<file path="config.mk">
export PLATFORM = sky130hd
export DESIGN_NAME = serial_sub_ctrl
export DESIGN_NICKNAME = d
export VERILOG_FILES = /design/src/rtl/serial_sub_ctrl.sv
export SDC_FILE = /design/constraint.sdc
export NUM_CORES = 1
export LEC_CHECK = 0
export BUFFER_PORTS_ARGS = -buffer_cell sky130_fd_sc_hd__buf_4
export CORE_UTILIZATION = 45
export CTS_BUF_LIST = sky130_fd_sc_hd__clkbuf_16
export CTS_CLUSTER_DIAMETER = 200
export DETAILED_ROUTE_END_ITERATION = 6
export PLACE_DENSITY_LB_ADDON = 0.1
export SETUP_SLACK_MARGIN = 0.4
export SLEW_MARGIN = 5
export SYNTH_ARGS = -nofsm -noshare
export SYNTH_HDL_FRONTEND = slang
export SYNTH_SLANG_ARGS = --single-unit
</file>
<file path="constraint.sdc">
create_clock -name clk -period 2.9 [get_ports clk]
set_clock_uncertainty 0.05 [all_clocks]
set_input_delay 0.725 -clock clk [delete_from_list [all_inputs] [get_ports clk]]
set_output_delay 0.725 -clock clk [all_outputs]
set_load 0.01 [all_outputs]
</file>
<file path="src/rtl/serial_sub_ctrl.sv">
// Bit-serial subtraction controller: one full-subtractor cell,
// operands shifted LSB-first, result registered on completion.
module serial_sub_ctrl #(
  parameter int WIDTH = 8
) (
  input  logic             clk,
  input  logic             rst_n,
  input  logic             start,
  input  logic [WIDTH-1:0] a,
  input  logic [WIDTH-1:0] b,
  output logic             busy,
  output logic             done,
  output logic [WIDTH-1:0] diff,
  output logic             borrow_out,
  output logic             zero
);

  localparam int CW = (WIDTH > 1) ? $clog2(WIDTH) : 1;

  typedef enum logic [1:0] {
    S_IDLE,
    S_RUN,
    S_DONE
  } state_t;

  state_t r_state;
  state_t w_state_nxt;

  logic [WIDTH-1:0] r_a_sh;
  logic [WIDTH-1:0] r_b_sh;
  logic [WIDTH-1:0] r_res_sh;
  logic [CW-1:0]    r_cnt;
  logic             r_br;
  logic             r_busy;
  logic             r_done;
  logic [WIDTH-1:0] r_diff;
  logic             r_borrow;
  logic             r_zero;

  logic             w_a0;
  logic             w_b0;
  logic             w_d1;
  logic             w_b1;
  logic             w_d;
  logic             w_b2;
  logic             w_br_nxt;
  logic             w_last;
  logic             w_accept;
  logic [WIDTH-1:0] w_res_nxt;

  // Full subtractor: two half subtractors, borrows ORed
  assign w_a0      = r_a_sh[0];
  assign w_b0      = r_b_sh[0];
  assign w_d1      = w_a0 ^ w_b0;
  assign w_b1      = ~w_a0 & w_b0;
  assign w_d       = w_d1 ^ r_br;
  assign w_b2      = ~w_d1 & r_br;
  assign w_br_nxt  = w_b1 | w_b2;
  assign w_res_nxt = {w_d, r_res_sh[WIDTH-1:1]};

  assign w_last   = (r_cnt == CW'(WIDTH - 1));
  assign w_accept = (r_state == S_IDLE) && start;

  always_ff @(posedge clk or negedge rst_n) begin
    if (!rst_n) begin
      r_state <= S_IDLE;
    end else begin
      r_state <= w_state_nxt;
    end
  end

  always_comb begin
    w_state_nxt = r_state;
    unique case (r_state)
      S_IDLE: if (start) w_state_nxt = S_RUN;
      S_RUN:  if (w_last) w_state_nxt = S_DONE;
      S_DONE: w_state_nxt = S_IDLE;
      default: w_state_nxt = S_IDLE;
    endcase
  end

  always_ff @(posedge clk or negedge rst_n) begin
    if (!rst_n) begin
      r_a_sh   <= '0;
      r_b_sh   <= '0;
      r_res_sh <= '0;
      r_cnt    <= '0;
      r_br     <= 1'b0;
      r_busy   <= 1'b0;
      r_done   <= 1'b0;
      r_diff   <= '0;
      r_borrow <= 1'b0;
      r_zero   <= 1'b0;
    end else begin
      r_busy <= (w_state_nxt != S_IDLE);
      r_done <= (w_state_nxt == S_DONE);
      if (w_accept) begin
        r_a_sh   <= a;
        r_b_sh   <= b;
        r_res_sh <= '0;
        r_cnt    <= '0;
        r_br     <= 1'b0;
      end else if (r_state == S_RUN) begin
        r_a_sh   <= r_a_sh >> 1;
        r_b_sh   <= r_b_sh >> 1;
        r_res_sh <= w_res_nxt;
        r_br     <= w_br_nxt;
        r_cnt    <= r_cnt + 1'b1;
        if (w_last) begin
          r_diff   <= w_res_nxt;
          r_borrow <= w_br_nxt;
          r_zero   <= ~|w_res_nxt;
        end
      end
    end
  end

  assign busy       = r_busy;
  assign done       = r_done;
  assign diff       = r_diff;
  assign borrow_out = r_borrow;
  assign zero       = r_zero;

endmodule

</file>
==> qor.csv, run 1 <==
stage;metric;value;unit
cts;ctsHoldBuffers;0;
power_and_ir_drop;clockPowerShare;26.2;%
critical_path;r2r-start;r_state[1];
die;die-area;4200;um2
layout;area_growth;21.2;%
power_and_ir_drop;share_seq_of_total_power;42.4;%
cts;cts_buffers;5;
critical_path;crit_type;reg -> reg;
power_and_ir_drop;switching_share;31.3;%
cts;cts_setup_buffers;0;
power_and_ir_drop;power_frac_comb;31.4;%
power_and_ir_drop;power_density;1070;nW/um2
logic_synthesis;synth_warnings;0;
logic_synthesis;netlist_area;1770;um2
global_route;track_usage;18.8;%
power_and_ir_drop;p_sw;720;uW
die;io_pins;31;
cts;cts.sinks;41;
sta;finalCritPeriodShare;57.9;%
die;rows;22;
power_and_ir_drop;internal_power;1.58;mW
die;start_util;47.7;%
logic_synthesis;synth_cell_types;26;
sta;setup_viol;0;
power_and_ir_drop;ir_worst_vdd;0.000413;V
global_route;grt_pass1_vias;1161;
critical_path;worstPathRequired;3.00;ns
cts;cts_tree;built;
sta;tns;0;ns
detailed_routing;viasPerCell;5.49;
detailed_routing;wl_per_cell;14.8;um
logic_synthesis;ys_ff_latch;41;
critical_path;ff2ff_path_depth;3;
place;hpwl;2150;um
sta;fmax;596;MHz
detailed_routing;detail-route-antenna-nets;0;
sta;hold_slack;0.362;ns
detailed_routing;dr.pass1.iters;4;
place;place_congestion;0.695;
cts;htreeDepth;2;
sta;layout_min_cycle_time;1.68;ns
place;placed_area;1990;um2
layout;drive_gt1_share;28.7;%
die;dieHeight;64.8;um
cts;clkSlewWorstSetupHoldPaths;0.05;ns
global_route;grt_pass1_wl;5750;um
place;dp_cells;211;
critical_path;crit_path_max_incr_delay;0.71;ns
logic_synthesis;synthCells;142;
critical_path;cp-end-kind;register;
sta;finalMaxSlewViolations;0;
place;numPortBuffers;30;
layout;diodes;0;
global_route;grt_antenna_before_repair;0;
detailed_routing;routed_wl;3240;um
layout;final_cells;219;
sta;tightest_slew;0.592;ns
logic_synthesis;synthSimpleGateAreaFrac;5.79;%
detailed_routing;drt_iter0_drc;47;
logic_synthesis;synth_fa_ha_area_share;2.54;%
critical_path;startpoint_type;register;
global_route;grt.overflow.total;0;
cts;clockBufferDepth;2;
logic_synthesis;synth-compound-area-share;21.9;%
cts;cts_resized;0;
run_status;outcome;complete, no violations;
logic_synthesis;syn_area_per_cell;12.5;um2
logic_synthesis;synth.mux.area_fraction;5.93;%
critical_path;crit_start;r_state[1];
critical_path;cp.arrival;1.78;ns
place;pre_cts_ws;1.20;ns
min_path;worstHoldPathType;in -> async;
layout;design_area;2150;um2
logic_synthesis;ys_seq_area_share;57.9;%
power_and_ir_drop;p_leak;1.03;nW
sta;relSlewSlack;60.6;%
detailed_routing;drc;0;
job;drv_cap;0;
critical_path;slowest_stage;dfrtp_1;
layout;fin_nets;192;
layout;fill_cells;336;
logic_synthesis;synth-xor-area-share;0;%
logic_synthesis;synth_top_family_by_area;compound AO/OA/AOI/OAI gates;
cts;clkLatencyLatePin;0.28;ns
die;design.core.area;3720;um2
critical_path;crit_chain;and2b_1, a22oi_1, o21ai_0;
cts;root_buffer;clkbuf_16;
sta;finalHoldViolCount;0;
global_route;grt_max_degree;42;
die;die_w;64.8;um
sta;rsz0062_at_grt;no;
logic_synthesis;synth_nets;164;
detailed_routing;vias;1202;
sta;finalWorstSetupSlack;1.22;ns
critical_path;cp_max_fo;21;
==> cells in the mapped netlist <==
master	n	area share, %
dfrtp_1	41	58
a22oi_1	22	9.3
o21ai_0	17	4.8
nand2_1	13	2.8
a22o_1	9	4.4
buf_6	5	3.2
inv_1	5	1.1
mux2_2	4	2.5
mux2_4	4	3.4
and2b_1	2	0.85
buf_2	2	0.56
clkbuf_1	2	0.42
ha_1	2	1.4
nor4_1	2	0.71
a21oi_1	1	0.28
a2bb2oi_1	1	0.49
a32o_1	1	0.56
clkbuf_2	1	0.28
clkinv_1	1	0.21
fa_1	1	1.1
inv_2	1	0.21
nand3b_4	1	1.1
nor2b_1	1	0.35
o21ai_1	1	0.28
o21bai_4	1	1.1
o22ai_2	1	0.71
==> per-stage QoR <==
step | util, % | total power [mW]
2_1_floorplan | - | 1.49
3_3_place_gp | 53.5 | 1.68
3_5_place_dp | 53.5 | 1.72
4_1_cts | 57.8 | 2.34
5_1_grt | 57.8 | 2.47
6_report | 57.8 | 2.30
==> layout by cell type, fill, tap and decap left out <==
master | netlist | routed
mux2_2 | 4 | 4
and2b_1 | 2 | 2
fa_1 | 1 | 1
bufinv_16 | 0 | 1
o21ai_1 | 1 | 1
a22o_1 | 9 | 9
clkinv_1 | 1 | 2
dfrtp_1 | 41 | 41
nor4_1 | 2 | 2
a22oi_1 | 22 | 22
inv_2 | 1 | 1
inv_1 | 5 | 6
a2bb2oi_1 | 1 | 1
clkbuf_16 | 0 | 5
mux2_4 | 4 | 4
buf_4 | 0 | 31
o21bai_4 | 1 | 1
nand3b_4 | 1 | 1
o21ai_0 | 17 | 17
ha_1 | 2 | 2
nor2b_1 | 1 | 1
a21oi_1 | 1 | 1
o22ai_2 | 1 | 1
nand2_1 | 13 | 13
a32o_1 | 1 | 1
==> per-layer routing <==
layer | GRT usage, % | routed length, um
met5 | 0 | 0
met4 | 8.33 | 65
met3 | 6.34 | 142
met2 | 28.4 | 1620
met1 | 24.5 | 1410
==> layout make-up <==
| class | count | area, um2 | area share (%) |
|---|---|---|---|
| clock buffer | 5 | 125 | 5.82 |
| clock inverter | 3 | 37.5 | 1.75 |
| inverter | 7 | 26.3 | 1.22 |
| multi-input combinational | 84 | 642 | 29.9 |
| sequential | 41 | 1030 | 47.7 |
| tap | 48 | 60.1 | 2.79 |
| timing repair buffer | 31 | 233 | 10.8 |
==> state kept, by name, indices dropped and copies added, names as in the netlist <==
register	flops
diff	8
r_a_sh	8
r_b_sh	8
r_res_sh	7
r_cnt	3
r_state	2
borrow_out	1
busy	1
done	1
r_br	1
zero	1
==> worst max-delay path: cells and delay by family (launching register included) <==
kind,cells,cell delay (ns)
compound gates,2,0.32
flops,1,0.71
simple gates,1,0.46
==> power groups by stage <==
stage / Clock [mW] / Sequential [mW] / Combinational [mW]
floorplan: 0 / 0.961 / 0.534
global placement: 0 / 0.969 / 0.711
detailed placement: 0 / 0.986 / 0.735
CTS: 0.618 / 0.978 / 0.740
global route: 0.644 / 1.01 / 0.814
finish: 0.604 / 0.976 / 0.723
==> cell families (layout without fill, tap and decap cells) <==
kind of cell / count (synthesis) / count (layout)
buffers and inverters: 17 / 46
DFF: 41 / 41
adders and majority gates: 3 / 3
AOI/OAI and AO/OA: 54 / 54
and+or+nand+nor: 19 / 19
muxes: 8 / 8
==> worst paths after layout <==
kind / to / slack, ns
max in group asynchronous: r_b_sh[0] / 2.09
setup reg to reg: r_b_sh[6] / 1.22
hold reg to reg: zero / 0.42
setup / recovery: r_b_sh[6] / 1.22
hold / removal: diff[7] / 0.36
min in group clk: zero / 0.42
No activity file was read; power rests on OpenSTA's default activity.
==> run 2: changes to the inputs <==
--- a/config.mk
+++ b/config.mk
@@ -5,6 +5,7 @@
 export SDC_FILE = /design/constraint.sdc
 export NUM_CORES = 1
 export LEC_CHECK = 0
+export ABC_AREA = 1
 export BUFFER_PORTS_ARGS = -buffer_cell sky130_fd_sc_hd__buf_4
 export CORE_UTILIZATION = 45
 export CTS_BUF_LIST = sky130_fd_sc_hd__clkbuf_16
==> constraint.sdc (replaced) <==
create_clock -name clk -period 1.65 [get_ports clk]
set_clock_uncertainty 0.05 [all_clocks]
set_input_delay 0.4125 -clock clk [delete_from_list [all_inputs] [get_ports clk]]
set_output_delay 0.4125 -clock clk [all_outputs]
set_load 0.01 [all_outputs]
==> run 2 against run 1 <==
  * Register-to-register slack got worse by 0.98 ns
  * Die area decreased by 0.83%
  * Design area increased by 13%
  * Combinational power increased to 2.8 times the previous value
  * Sequential power increased by 68%
  * Synthesized cell count increased by 26%
  * Global-route usage increased by 1.6 points
  * Critical path depth increased by 2
  * Setup slack got worse by 0.98 ns
  * First-iteration DRC count increased by 32%
  * Fmax increased by 19%
  * Non-clock buffer count increased by 18
  * Critical endpoint is now r_res_sh[7]
  * Largest power group is now combinational cells
==> qor.csv, run 2 <==
stage;metric;value;unit
run_status;outcome;complete, no violations;
logic_synthesis;synth_top_cell_by_area;dfrtp_1;
global_route;grt_pass1_wl;6290;um
layout;multi_input_area;686;um2
critical_path;reg2reg_to;r_res_sh[7];
critical_path;cp.arrival;1.56;ns
detailed_routing;detail-route-antenna-nets;0;
detailed_routing;viasPerCell;5.05;
place;hpwl;2150;um
critical_path;crit_chain;inv_2, fa_1, buf_4, inv_2, o22ai_2;
layout;final_core_utilization;65.4;%
sta;tightest_slew;0.507;ns
logic_synthesis;synth_top_cell_area_share;58.4;%
die;io_pins;31;
power_and_ir_drop;switching_share;36.6;%
logic_synthesis;synth_warnings;0;
layout;fill_cells;303;
min_path;worstHoldPathType;in -> async;
sta;relSlewSlack;66.2;%
sta;fmax;712;MHz
cts;cts_tree;built;
logic_synthesis;synth_nets;201;
critical_path;ff2ff_path_depth;5;
logic_synthesis;ys_seq_area_share;58.4;%
critical_path;cp_max_fo;2;
critical_path;crit_type;reg -> reg;
critical_path;slowest_stage;fa_1;
job;drv_cap;0;
cts;clkLatencyLatePin;0.28;ns
critical_path;crit_path_end;r_res_sh[7];
power_and_ir_drop;power_density;1900;nW/um2
critical_path;cp-end-kind;register;
layout;area_growth;38.3;%
sta;layout_min_cycle_time;1.40;ns
global_route;track_usage;20.5;%
logic_synthesis;ys_top_cells_by_area;dfrtp_1, nand2_1, nand3_1, o21ai_2, buf_6;
cts;clockBufferDepth;2;
cts;cts_buffers;5;
power_and_ir_drop;internal_power;2.92;mW
logic_synthesis;synth_cell_types;18;
logic_synthesis;netlist_area;1760;um2
logic_synthesis;ys_async_sr_fraction;100;%
sta;finalCritPeriodShare;85.1;%
critical_path;worstPathRequired;1.80;ns
critical_path;crit_start;r_br;
logic_synthesis;synth_edf_count;0;
sta;finalHoldViolCount;0;
critical_path;critical_path_buf_inv_count;3;
power_and_ir_drop;share_seq_of_total_power;35.5;%
layout;final_common_cell;nand2_1;
sta;tns;0;ns
layout;fin_nets;251;
layout;final-seq-area;1030;um2
die;rows;22;
critical_path;crit_cells;5;
power_and_ir_drop;clockPowerShare;20.3;%
critical_path;reg2reg_setup_slack;0.25;ns
cts;clkSlewWorstSetupHoldPaths;0.06;ns
logic_synthesis;synthTopCellsByCount;nand2_1, dfrtp_1, nand3_1;
power_and_ir_drop;p_sw;1.69;mW
sta;rsz0062_at_grt;yes;
detailed_routing;drt_iter0_drc;62;
layout;final_cell_mix;nand2_1, dfrtp_1, buf_4;
logic_synthesis;ys_ff_latch;41;
logic_synthesis;syn_area_per_cell;9.82;um2
die;die-area;4160;um2
die;start_util;47.3;%
cts;cts.sinks;41;
power_and_ir_drop;p_leak;1.21;nW
critical_path;cpMostUsedCell;inv_2;
sta;finalMaxSlewViolations;0;
detailed_routing;dr.pass1.iters;4;
global_route;grt_pass1_vias;1324;
layout;drive_gt1_share;36.1;%
cts;htreeDepth;2;
detailed_routing;routed_wl;4010;um
detailed_routing;vias;1403;
sta;hold_slack;0.0562;ns
global_route;grt.overflow.total;0;
global_route;grt_antenna_before_repair;0;
logic_synthesis;synthCells;179;
critical_path;r2r-start;r_br;
detailed_routing;drc;0;
place;pre_cts_ws;0.226;ns
critical_path;crit_path_max_incr_delay;0.57;ns
sta;finalWorstSetupSlack;0.245;ns
critical_path;cpLargestDelayFamily;adder cells;
detailed_routing;wl_per_cell;14.4;um
place;numPortBuffers;30;
layout;diodes;0;
sta;setup_viol;0;
logic_synthesis;ys.flop_type;dfrtp_1;
power_and_ir_drop;power_frac_comb;44.1;%
die;dieHeight;64.5;um
place;place_congestion;0.743;
cts;ctsHoldBuffers;0;
logic_synthesis;yosysMostFrequentCell;nand2_1;
die;design.core.area;3720;um2
cts;root_buffer;clkbuf_16;
critical_path;startpoint_type;register;
global_route;grt_max_degree;42;
die;die_w;64.5;um
power_and_ir_drop;ir_worst_vdd;0.00116;V
-- run 2: logic make-up (layout without fill, tap and decap cells) --
logic type	after synthesis	count (layout)	synth area share, %
DFF	41	41	58.4
buffers and inverters	23	71	7.76
adders and majority gates	3	3	2.56
and+or+nand+nor	93	96	23.3
AOI/OAI and AO/OA	19	19	8.04
-- run 2: worst min path at each step --
stage	from	to	slack (ns)	depth (start not counted)
2_1_floorplan	rst_n	borrow_out	0.07	0
3_3_place_gp	rst_n	diff[2]	0.37	1
3_5_place_dp	rst_n	diff[1]	0.38	1
4_1_cts	rst_n	diff[5]	0.08	1
5_1_grt	rst_n	diff[1]	0.10	1
6_report	rst_n	diff[5]	0.06	1
-- run 2: per-layer routing --
layer	global-route usage [%]	share of wire (%)	vias up
met4	7.50	1.4	0
met3	5.63	6.4	7
li1	-	-	684
met1	29.2	43	667
met2	29.7	49	45
met5	0	0	-
-- run 2: cell type report --
class                           count  area share [%]
Tap cell                           48            2.47
Clock buffer                        5            5.15
Sequential cell                    41            42.3
Inverter                           14            2.68
Clock inverter                      3           0.721
Timing Repair Buffer               49            18.5
Multi-Input combinational cell    118            28.2
-- run 2: power groups by stage --
stage	sequential (mW)	combinational, mW	clock, mW
after floorplan	1.63	1.01	0
after global placement	1.60	1.37	0
after detailed placement	1.61	1.41	0
after CTS	1.63	1.72	0.956
after global routing	1.68	2.24	0.998
final	1.64	2.04	0.939
-- run 2: timing repair --
item / in CTS / in global routing
pin swaps: 5 / 3
setup buffers: 7 / 9
resized for setup: 21 / 16
gates cloned: 3 / 0
endpoints found under the setup margin: 49 / 39
-- run 2: stage by stage --
step / total power, mW / instance area (um2) / std cells
6_report: 4.61 / 2430 / 278
5_1_grt: 4.92 / 2430 / 278
4_1_cts: 4.30 / 2290 / 269
3_5_place_dp: 3.02 / 1980 / 251
3_3_place_gp: 2.97 / 1980 / 251
2_1_floorplan: 2.64 / 1760 / 179
==> run 3: changes to the inputs <==
--- a/config.mk
+++ b/config.mk
@@ -12,7 +12,7 @@
 export CTS_CLUSTER_DIAMETER = 200
 export DETAILED_ROUTE_END_ITERATION = 6
 export PLACE_DENSITY_LB_ADDON = 0.1
-export SETUP_SLACK_MARGIN = 0.4
+export SKIP_LAST_GASP = 1
 export SLEW_MARGIN = 5
 export SYNTH_ARGS = -nofsm -noshare
 export SYNTH_HDL_FRONTEND = slang
==> run 3 against run 2 <==
  * Design area down 13%
  * Clock-buffer cell count is the same
  * First-iteration DRC count increased by 56%
  * Largest power group is now registers
==> qor.csv, run 3 (synthesis results as in run 2) <==
stage;metric;value;unit
layout;final_cell_mix;nand2_1, dfrtp_1, buf_4;
place;hpwl;2170;um
die;dieHeight;64.5;um
sta;tns;0;ns
detailed_routing;dr.pass1.iters;4;
cts;htreeDepth;2;
global_route;grt_pass1_vias;1275;
detailed_routing;vias;1313;
die;rows;22;
power_and_ir_drop;ir_worst_vdd;0.000875;V
cts;root_buffer;clkbuf_16;
cts;cts_buffers;5;
layout;design_area;2120;um2
critical_path;slowest_stage;dfrtp_1;
detailed_routing;viasPerCell;5.07;
critical_path;cp.arrival;1.56;ns
sta;setup_viol;0;
critical_path;cp_max_fo;21;
sta;fmax;693;MHz
die;io_pins;31;
cts;cts_tree;built;
detailed_routing;detail-route-antenna-nets;0;
cts;cts_resized;0;
sta;finalMaxSlewViolations;0;
critical_path;cp-end-kind;register;
sta;rsz0062_at_grt;no;
cts;clockBufferDepth;2;
global_route;grt_pass1_wl;5880;um
run_status;outcome;complete, no violations;
cts;clkSlewWorstSetupHoldPaths;0.06;ns
layout;area_growth;20.5;%
die;design.core.area;3720;um2
sta;finalHoldViolCount;0;
critical_path;startpoint_type;register;
layout;fin_nets;232;
layout;final_common_cell;nand2_1;
sta;finalCritPeriodShare;87.4;%
sta;finalWorstSetupSlack;0.208;ns
min_path;worstHoldPathType;in -> async;
place;placed_area;1980;um2
die;die_w;64.5;um
critical_path;crit_chain;ha_1, ha_1, nand2_4, inv_1, nand2_1, nand2_1;
cts;cts_setup_buffers;0;
global_route;grt_max_degree;42;
detailed_routing;drt_iter0_drc;97;
place;numPortBuffers;30;
critical_path;crit_type;reg -> reg;
cts;clkLatencyLatePin;0.28;ns
detailed_routing;routed_wl;3380;um
critical_path;reg2reg_setup_slack;0.21;ns
sta;hold_slack;0.0507;ns
critical_path;crit_start;r_cnt[0];
layout;drive_gt1_share;24.6;%
critical_path;worstPathRequired;1.77;ns
critical_path;crit_path_end;zero;
cts;cts.sinks;41;
place;place_congestion;0.718;
global_route;grt_antenna_before_repair;0;
die;die-area;4160;um2
layout;diodes;0;
cts;ctsHoldBuffers;0;
power_and_ir_drop;p_leak;1.09;nW
power_and_ir_drop;power_density;1850;nW/um2
job;drv_cap;0;
sta;relSlewSlack;65.9;%
critical_path;crit_path_max_incr_delay;0.40;ns
global_route;grt.overflow.total;0;
critical_path;ff2ff_path_depth;6;
global_route;track_usage;19.2;%
power_and_ir_drop;p_total;3.91;mW
detailed_routing;wl_per_cell;13.0;um
detailed_routing;drc;0;
sta;layout_min_cycle_time;1.44;ns
place;pre_cts_ws;0.211;ns
sta;tightest_slew;0.511;ns
critical_path;r2r-start;r_cnt[0];
critical_path;reg2reg_to;zero;
die;start_util;47.3;%
## run 3: changes by cell type in the layout (fill, tap and decap cells not counted), sizes merged
cell,change
buf,-16
clkinvlp,-1
inv,+4
clkinv,-3
nand2,-3
## run 3: routing by layer
metal	track usage (%)	wire length [um]
met1	25.9	1590
met2	28.0	1530
met3	5.99	199
met4	9.17	58
met5	0	0
## run 3: area by class of cell
cell class	count	area, um2
fill	337	1600
sequential	41	1030
multi-input combinational	115	596
timing repair buffer	33	248
clock buffer	5	125
tap	48	60.1
inverter	14	52.6
clock inverter	3	11.3
## run 3: critical path, delay by kind of cell (launching register included)
| kind | cells | cell delay (ns) |
|---|---|---|
| adders and majority gates | 2 | 0.43 |
| DFF | 1 | 0.40 |
| buffers and inverters | 1 | 0.09 |
| and+or+nand+nor | 3 | 0.36 |
## run 3: worst min path at each step
stage                 endpoint  slack, ns  depth (start not counted)
floorplan           borrow_out       0.07                          0
global placement       diff[1]       0.37                          1
detailed placement     diff[1]       0.38                          1
CTS                    diff[1]       0.08                          1
global route              done       0.11                          1
finish                 diff[1]       0.05                          1
## run 3: per-stage QoR
stage,instances,utilization [%]
5_1_grt,259,57.0
4_1_cts,259,57.0
2_1_floorplan,179,-
3_5_place_dp,251,53.3
3_3_place_gp,251,53.3
6_report,259,57.0
## run 3: report_power, final
group | leakage (nW) | switching, mW | internal [mW]
Sequential | 0.527 | 0.209 | 1.40
Combinational | 0.483 | 0.823 | 0.588
Clock | 0.0776 | 0.355 | 0.543
